## config.mk

```make
export PLATFORM = sky130hd
export DESIGN_NAME = issue_sb
export DESIGN_NICKNAME = d
export VERILOG_FILES = /design/src/rtl/issue_sb.sv
export SDC_FILE = /design/constraint.sdc
export NUM_CORES = 1
export LEC_CHECK = 0
export ABC_AREA = 1
export CAP_MARGIN = 10
export CORE_MARGIN = 2
export CORE_UTILIZATION = 60
export CTS_BUF_LIST = sky130_fd_sc_hd__clkbuf_8
export DETAILED_ROUTE_END_ITERATION = 16
export GPL_TIMING_DRIVEN = 0
export PLACE_DENSITY = 0.82
export RECOVER_POWER = 100
export SKIP_CTS_REPAIR_TIMING = 1
export SLEW_MARGIN = 20
export SYNTH_ARGS = -nofsm -noshare
export SYNTH_HDL_FRONTEND = slang
export SYNTH_SLANG_ARGS = --single-unit
```

## constraint.sdc

```tcl
create_clock -name clk -period 5.24 [get_ports clk]
set_input_delay 1.048 -clock clk [delete_from_list [all_inputs] [get_ports clk]]
set_output_delay 1.048 -clock clk [all_outputs]
set_load 0.02 [all_outputs]
```

## src/rtl/issue_sb.sv

```systemverilog
// issue_sb: in-order issue stage. A small instruction FIFO feeds a decoder whose head is
// held back by a per-register countdown scoreboard; empty or blocked cycles issue NOP bubbles.
module issue_sb #(
    parameter int LAT   = 3,
    parameter int DEPTH = 4
) (
    input  logic        clk,
    input  logic        rst,
    input  logic        start,
    input  logic [31:0] in_ins,
    input  logic        in_valid,
    output logic        in_ready,
    output logic [2:0]  out_opcode,
    output logic [4:0]  out_rs1,
    output logic [4:0]  out_rs2,
    output logic [4:0]  out_rd,
    output logic [11:0] out_imm,
    output logic        out_valid,
    output logic        stall,
    output logic [15:0] stall_cnt
);
    localparam int PW = $clog2(DEPTH);
    localparam int CW = $clog2(LAT + 1);
    localparam logic [CW-1:0] LAT_V  = CW'(LAT);
    localparam logic [PW:0]   FULL_V = (PW + 1)'(DEPTH);

    typedef enum logic [2:0] {
        OP_NOP  = 3'b000,
        OP_ADD  = 3'b001,
        OP_MUL  = 3'b010,
        OP_ADDI = 3'b011
    } opcode_e;

    // Only bits [24:0] carry fields, so the FIFO stores just those.
    logic [24:0]   fifo_q [DEPTH];
    logic [PW-1:0] wptr_q, wptr_d, rptr_q, rptr_d;
    logic [PW:0]   count_q, count_d;
    logic [CW-1:0] sb_q [32];
    logic [CW-1:0] sb_d [32];
    logic [15:0]   stallCnt_q, stallCnt_d;
    logic [2:0]    outOpcode_q, outOpcode_d;
    logic [4:0]    outRs1_q, outRs1_d, outRs2_q, outRs2_d, outRd_q, outRd_d;
    logic [11:0]   outImm_q, outImm_d;
    logic          outValid_q, outValid_d;

    logic [24:0] head;
    logic [2:0]  headOp;
    logic [4:0]  headRs1, headRs2, headRd;
    logic [11:0] headImm;
    logic        useRs1, useRs2, isReal, blocked, empty, push, pop;
    logic        unusedInsBits;

    assign unusedInsBits = ^in_ins[31:25];

    always_comb begin
        head    = fifo_q[rptr_q];
        headOp  = head[2:0];
        headRs1 = head[7:3];
        headRd  = head[12:8];
        headRs2 = head[17:13];
        headImm = head[24:13];
        useRs1  = 1'b0;
        useRs2  = 1'b0;
        isReal  = 1'b0;
        case (headOp)
            OP_ADD, OP_MUL: begin
                useRs1 = 1'b1;
                useRs2 = 1'b1;
                isReal = 1'b1;
            end
            OP_ADDI: begin
                useRs1 = 1'b1;
                isReal = 1'b1;
            end
            default: ;
        endcase
        blocked = (useRs1 && (headRs1 != 5'd0) && (sb_q[headRs1] != '0)) ||
                  (useRs2 && (headRs2 != 5'd0) && (sb_q[headRs2] != '0));
    end

    assign empty    = (count_q == '0);
    assign in_ready = (count_q != FULL_V);
    assign stall    = !empty && blocked;
    assign pop      = start && !empty && !blocked;
    assign push     = start && in_valid && in_ready;

    always_comb begin
        wptr_d  = push ? wptr_q + 1'b1 : wptr_q;
        rptr_d  = pop ? rptr_q + 1'b1 : rptr_q;
        count_d = count_q;
        if (push && !pop) begin
            count_d = count_q + 1'b1;
        end else if (pop && !push) begin
            count_d = count_q - 1'b1;
        end

        // A fresh issue reloads its destination after the global decrement, so the set wins.
        for (int r = 0; r < 32; r++) begin
            sb_d[r] = (sb_q[r] != '0) ? sb_q[r] - 1'b1 : sb_q[r];
        end
        if (pop && isReal && (headRd != 5'd0)) begin
            sb_d[headRd] = LAT_V;
        end

        stallCnt_d = (stall && (stallCnt_q != 16'hFFFF)) ? stallCnt_q + 16'd1 : stallCnt_q;

        outOpcode_d = 3'b000;
        outRs1_d    = 5'd0;
        outRs2_d    = 5'd0;
        outRd_d     = 5'd0;
        outImm_d    = 12'd0;
        outValid_d  = 1'b0;
        if (pop && isReal) begin
            outOpcode_d = headOp;
            outRs1_d    = headRs1;
            outRs2_d    = headRs2;
            outRd_d     = headRd;
            outImm_d    = headImm;
            outValid_d  = 1'b1;
        end
    end

    always_ff @(posedge clk) begin
        if (push) begin
            fifo_q[wptr_q] <= in_ins[24:0];
        end
    end

    always_ff @(posedge clk or negedge rst) begin
        if (!rst) begin
            wptr_q      <= '0;
            rptr_q      <= '0;
            count_q     <= '0;
            sb_q        <= '{default: '0};
            stallCnt_q  <= 16'd0;
            outOpcode_q <= 3'b000;
            outRs1_q    <= 5'd0;
            outRs2_q    <= 5'd0;
            outRd_q     <= 5'd0;
            outImm_q    <= 12'd0;
            outValid_q  <= 1'b0;
        end else if (start) begin
            wptr_q      <= wptr_d;
            rptr_q      <= rptr_d;
            count_q     <= count_d;
            sb_q        <= sb_d;
            stallCnt_q  <= stallCnt_d;
            outOpcode_q <= outOpcode_d;
            outRs1_q    <= outRs1_d;
            outRs2_q    <= outRs2_d;
            outRd_q     <= outRd_d;
            outImm_q    <= outImm_d;
            outValid_q  <= outValid_d;
        end
    end

    assign out_opcode = outOpcode_q;
    assign out_rs1    = outRs1_q;
    assign out_rs2    = outRs2_q;
    assign out_rd     = outRd_q;
    assign out_imm    = outImm_q;
    assign out_valid  = outValid_q;
    assign stall_cnt  = stallCnt_q;
endmodule
```

After elaboration in Yosys (flattened, before gate mapping)
Memory sizes are Yosys's and may differ from the RTL's.
Cells that the tools add are included.
{ "classes": {"n_lt_le_gt_ge": 4, "n_bitwise": 4, "eq_ne": 5, "mux": 53, "add_sub_neg": 37, "n_reduce_logical": 65} }
{ "op_table": {"columns": ["op", "n"], "rows": [
  ["$mux W2", 37],
  ["$reduce_bool A2 Y1", 35],
  ["$mux W64", 1],
  ["$or A64 B64 Y64", 1],
  ["$sub A2 B1 Y2 const B", 32],
  ["$bmux W2 S5", 2],
  ["$ge A6 B6 Y1 const B", 3],
  ["$not A5 Y6", 3],
  ["$add A16 B1 Y16 const B", 1],
  ["$ne A16 B16 Y1 const B", 1],
  ["$logic_and A1 B1 Y1", 15],
  ["$mux W5", 3],
  ["$reduce_bool A5 Y1", 3],
  ["$mux W12", 1],
  ["$demux W2 S5", 1],
  ["$mux W3", 3],
  ["$reduce_and A2 Y1", 4],
  ["$eq A3 B2 Y1 const B", 2],
  ["$lt A6 B1 Y1 const B", 1],
  ["$mux W1", 5],
  ["$add A2 B1 Y2 const B", 2],
  ["$logic_not A1 Y1", 4],
  ["$add A3 B1 Y3 const B", 1],
  ["$eq A3 B1 Y1 const B", 1],
  ["other kinds (6)", 6]
]} }
{ "totals": {"ramBits": 100, "out_inout_bits": 49, "reg_bits": 118, "n_memories": 1} }
{ "mem_list": {"columns": ["name", "words", "width", "read_ports", "rd_ports_with_merged_regs", "wr", "line", "rtl"], "rows": [
  ["fifo_q", 4, 25, 1, 0, 1, "35", "logic [24:0] fifo_q [DEPTH];"]
]} }

Longest topological paths before layout
An unclocked memory read counts as a cell.
{ "logic_depth": {"word_depth": 14, "mapped_depth": 25, "ltp_nobuf": 22} }

Worst setup path after synthesis
OpenSTA, ideal clock, no wires.
{ "synth_path": {"kind": "register to output", "from": "reg rptr_q[0]", "to": "out stall", "path_stages_with_launch": 12, "t_arrival_ns": 1.992, "slack_ns": 2.200, "n_path_buf": 3, "cell_sequence": "dfrtp_1 -> buf_6 -> inv_4 -> buf_6 -> buf_6 -> nor2_1 -> o22a_1 -> a21oi_4 -> o21ai_1 -> nor2_2 -> nand3_2 -> a22oi_1"} }
{ "synth_between": {"elab_chain_len": 9} }
{ "synth_rtl": {"columns": ["item", "line", "rtl"], "rows": [
  ["from (decl)", "36", "logic [PW-1:0] wptr_q, wptr_d, rptr_q, rptr_d;"],
  ["from (signal assigned)", "144", "rptr_q <= rptr_d;"],
  ["$mem_v2 Z4 W25 (*)", null, null],
  ["$not A5 Y6 (on tied branches)", "77, 78", null],
  ["$bmux W2 S5 (on tied branches)", "77, 78", null],
  ["$mux W2 (on tied branches) (2 in a row)", "77, 78", null],
  ["$reduce_bool A2 Y1 (on tied branches)", "77, 78", null],
  ["$logic_and A1 B1 Y1 (on tied branches)", "77, 78", null],
  ["$logic_or A1 B1 Y1 (*)", "77", "blocked = (useRs1 && (headRs1 != 5'd0) && (sb_q[headRs1] != '0)) ||"],
  ["$logic_and A1 B1 Y1 (*)", "83", "assign stall = !empty && blocked;"],
  ["to (decl)", "19", "output logic stall,"]
]} }
Every way passes the cells marked *; elsewhere a longest branch is shown, timed or not. The select of a mux whose other input is x is not followed.

Worst setup path after layout
{ "layout_path": {"from": "reg rptr_q[1]", "to": "out stall"} }
The elaborated chain is that of the path after synthesis.

==> results.yml <==
sta:
  rsz0062_at_grt: "no"
  fin_crit_ps: 4800
  finalHoldViolations: 0
  setup_viol: 0
  timing.fmax_mhz: 209
  skew_ps: 25.0
  worst_slew_pin_slew_ps: 2040
  relSlewSlack_pct: -35.7
  slew_viol_final: 164
  period_share_pct: 91.5
  setup_slack_ps: 445
synthesis:
  synth.cell_area_um2: 10400
  synth_cells: 1138
  async_reset_ff_share_pct: 53.1
  ys_types: 40
  syn_area_per_cell_um2: 9.11
  synth_warnings: 0
  synth-seq-area-share_pct: 56.3
  synth_ff_type: "dfrtp_1"
  synth-edff-count: 100
  synth_fp_nets: 1181
  synth_seq_cells: 213
global_routing:
  grt_pass1_wl_um: 41800
  overflow: 0
  antenna_found_initial: 0
  met3_usage_pct: 4.83
  grt_max_degree: 80
  grt_busiest_layer: "met2"
  grt_use_met2_pct: 47.5
  grt_pass1_vias: 8248
  grtUsageMet1_pct: 40.4
  grt_use_total_pct: 29.3
critical_path:
  cp-end-kind: "output pin"
  cp.required_ps: 4190
  cp_max_fo: 10
  cp.arrival_ps: 3750
  critPathLaunch: "rptr_q[1]$_DFFE_PN0P_"
  r2r_start: "rptr_q[1]$_DFFE_PN0P_"
  criticalPathCategory: "flop to output pin"
  critPathLaunchType: "flop"
drt:
  wl_per_cell_um: 17.1
  drc_errors: 0
  totalWireLength_um: 25800
  vias: 8621
  drt_iter0_drc: 832
  viasPerCell: 5.71
  drtPass1Iterations: 5
  postRouteAntennaNets: 0
place:
  place_area_um2: 11600
  dp_slack_ps: 1290
  portBuffers: 77
  globalplace.congestion: 0.946
  dp_hpwl_um: 17600
floorplanning:
  rows: 48
  boundaryPins: 85
  initial_core_util_pct: 60.6
  core_area_um2: 17100
  die_h_um: 135
  die_w_um: 135
  dieArea_um2: 18300
run:
  cap_violations: 4
cells_and_area:
  drive_above_1_share_pct: 8.96
  fin_nets: 1301
  fin_area_um2: 12000
  area_growth_pct: 15.7
  num_antenna_cells: 0
  utilization_pct: 70.1
hold_path:
  hp-start: "out_valid$_DFFE_PN0P_"
  hp-class: "flop to flop"
clocking:
  htree_levels: 2
  cts_buffer_depth: 3
  clkTransAtPathRegs_ps: 60
  cts_tree: "done"
  cts_sinks: 213
  cts-root-buf: "clkbuf_8"
  cts_made_buffers: 36
  insertion_delay_ps: 550
power:
  cellLeakagePower_uw: 0.00554
  ir_drop_v: 0.000388
  power_density_nw_per_um2: 530
  fin_total_pwr_uw: 6350
outcome:
  violations: "max-capacitance violations, max-slew violations"
  outcome: "finished with violations"
-- cell type report --
type / instances / area (um^2)
buffer: 60 / 322
clock buffer: 40 / 551
multi-input combinational: 757 / 3680
inverter: 108 / 409
timing repair buffer: 82 / 785
tap: 225 / 282
fill: 1343 / 5120
sequential: 213 / 5830
clock inverter: 24 / 141
-- critical path, cell delays in order (launching register included) --
cell and delay (ps):
dfrtp_1 390, buf_4 180, inv_1 100, buf_4 190, nand3_1 210, nand2_1 310, buf_4 250, nand2_1 70
nand3_1 100, nand3_1 100, nand3_1 90, nand2_1 50, nand2_1 60, nand3_1 200, a22oi_1 250, clkdlybuf4s50_1 640
-- sequential cells by signal, summed over array words and instances (netlist names) --
name and count:
count_q 3, fifo_q 100, out_imm 8, out_opcode 3
out_rd 5, out_rs1 5, out_rs2 4, out_valid 1
rptr_q 2, sb_q 64, stall_cnt 16, wptr_q 2
-- final timing paths --
| check | end | depth (start not counted) | slack (ps) |
|---|---|---|---|
| setup / recovery | stall | 15 | 440 |
| hold / removal | out_valid$_DFFE_PN0P_ | 2 | 480 |
| setup reg to reg | count_q[2]$_DFFE_PN0P_ | 22 | 560 |
| hold reg to reg | out_valid$_DFFE_PN0P_ | 2 | 480 |
| max in group asynchronous | out_rs2[3]$_DFFE_PN0P_ | 2 | 1280 |
| min in group asynchronous | sb_q[30]$_DFFE_PN0P_ | 1 | 1100 |
-- layer usage --
layer	up-vias	wire (um)
met3	59	2150
met4	0	568
met2	403	12400
li1	4067	-
met5	-	0
met1	4092	10700
-- placed cells by master, fill, tap and decap left out, drive strengths merged, types with 10 or more instances in the layout --
master and instances:
a21oi 19, buf 31, clkbuf 75, dfrtp 113, dlygate4sd3 74, edfxtp 100
inv 123, nand2 333, nand3 121, nand4 28, nor2 51, nor3 10
nor4 31, o21ai 97, or2 20, xor2 10
-- report_power, final --
group | leakage (uW) | total (uW) | internal, uW | switching, uW
registers | 0.00245 | 2170 | 2020 | 148
clock network | 0.000401 | 1420 | 754 | 662
logic | 0.00269 | 2770 | 863 | 1910
-- cells in the mapped netlist, types with 3 or more instances --
cell      count  share of area [%]
nand2_1     328                 12
dfrtp_1     113                 27
nand3_1     112                5.4
inv_1       102                3.7
edfxtp_1    100                 29
o21ai_0      68                3.3
nor2_1       48                1.7
nor4_1       31                1.9
nand4_1      28                1.7
clkbuf_1     22               0.80
o21ai_1      20               0.97
or2_2        20                1.2
a21oi_1      18               0.87
buf_2        14               0.68
buf_4        14                1.0
nor3_1       10               0.48
xor2_1       10               0.84
buf_6         9               0.98
nand3_2       9               0.87
o21ai_2       9               0.76
a32o_1        7               0.68
nand3b_1      7               0.51
ha_1          6               0.72
a32oi_1       5               0.42
xnor2_1       5               0.42
inv_2         4               0.14
nand2_4       3               0.33
-- per-stage QoR --
step           hold WS (ps)  std cells  setup TNS (ps)
2_1_floorplan           473       1138               0
3_3_place_gp            465       1440         -158860
3_5_place_dp            468       1445               0
4_1_cts                 415       1509               0
5_1_grt                 492       1509               0
6_report                480       1509               0
-- cell families after synthesis --
group                      after synthesis  synth area share, %
xor gates and xnor gates                15                 1.27
adders and majority gates                7                0.917
and+or+nand+nor                        601                 26.4
AOI/OAI and AO/OA                      134                 7.67
buffers and inverters                  168                 7.48
DFF                                    213                 56.3
Note: power is estimated with default switching activity, not from simulation.
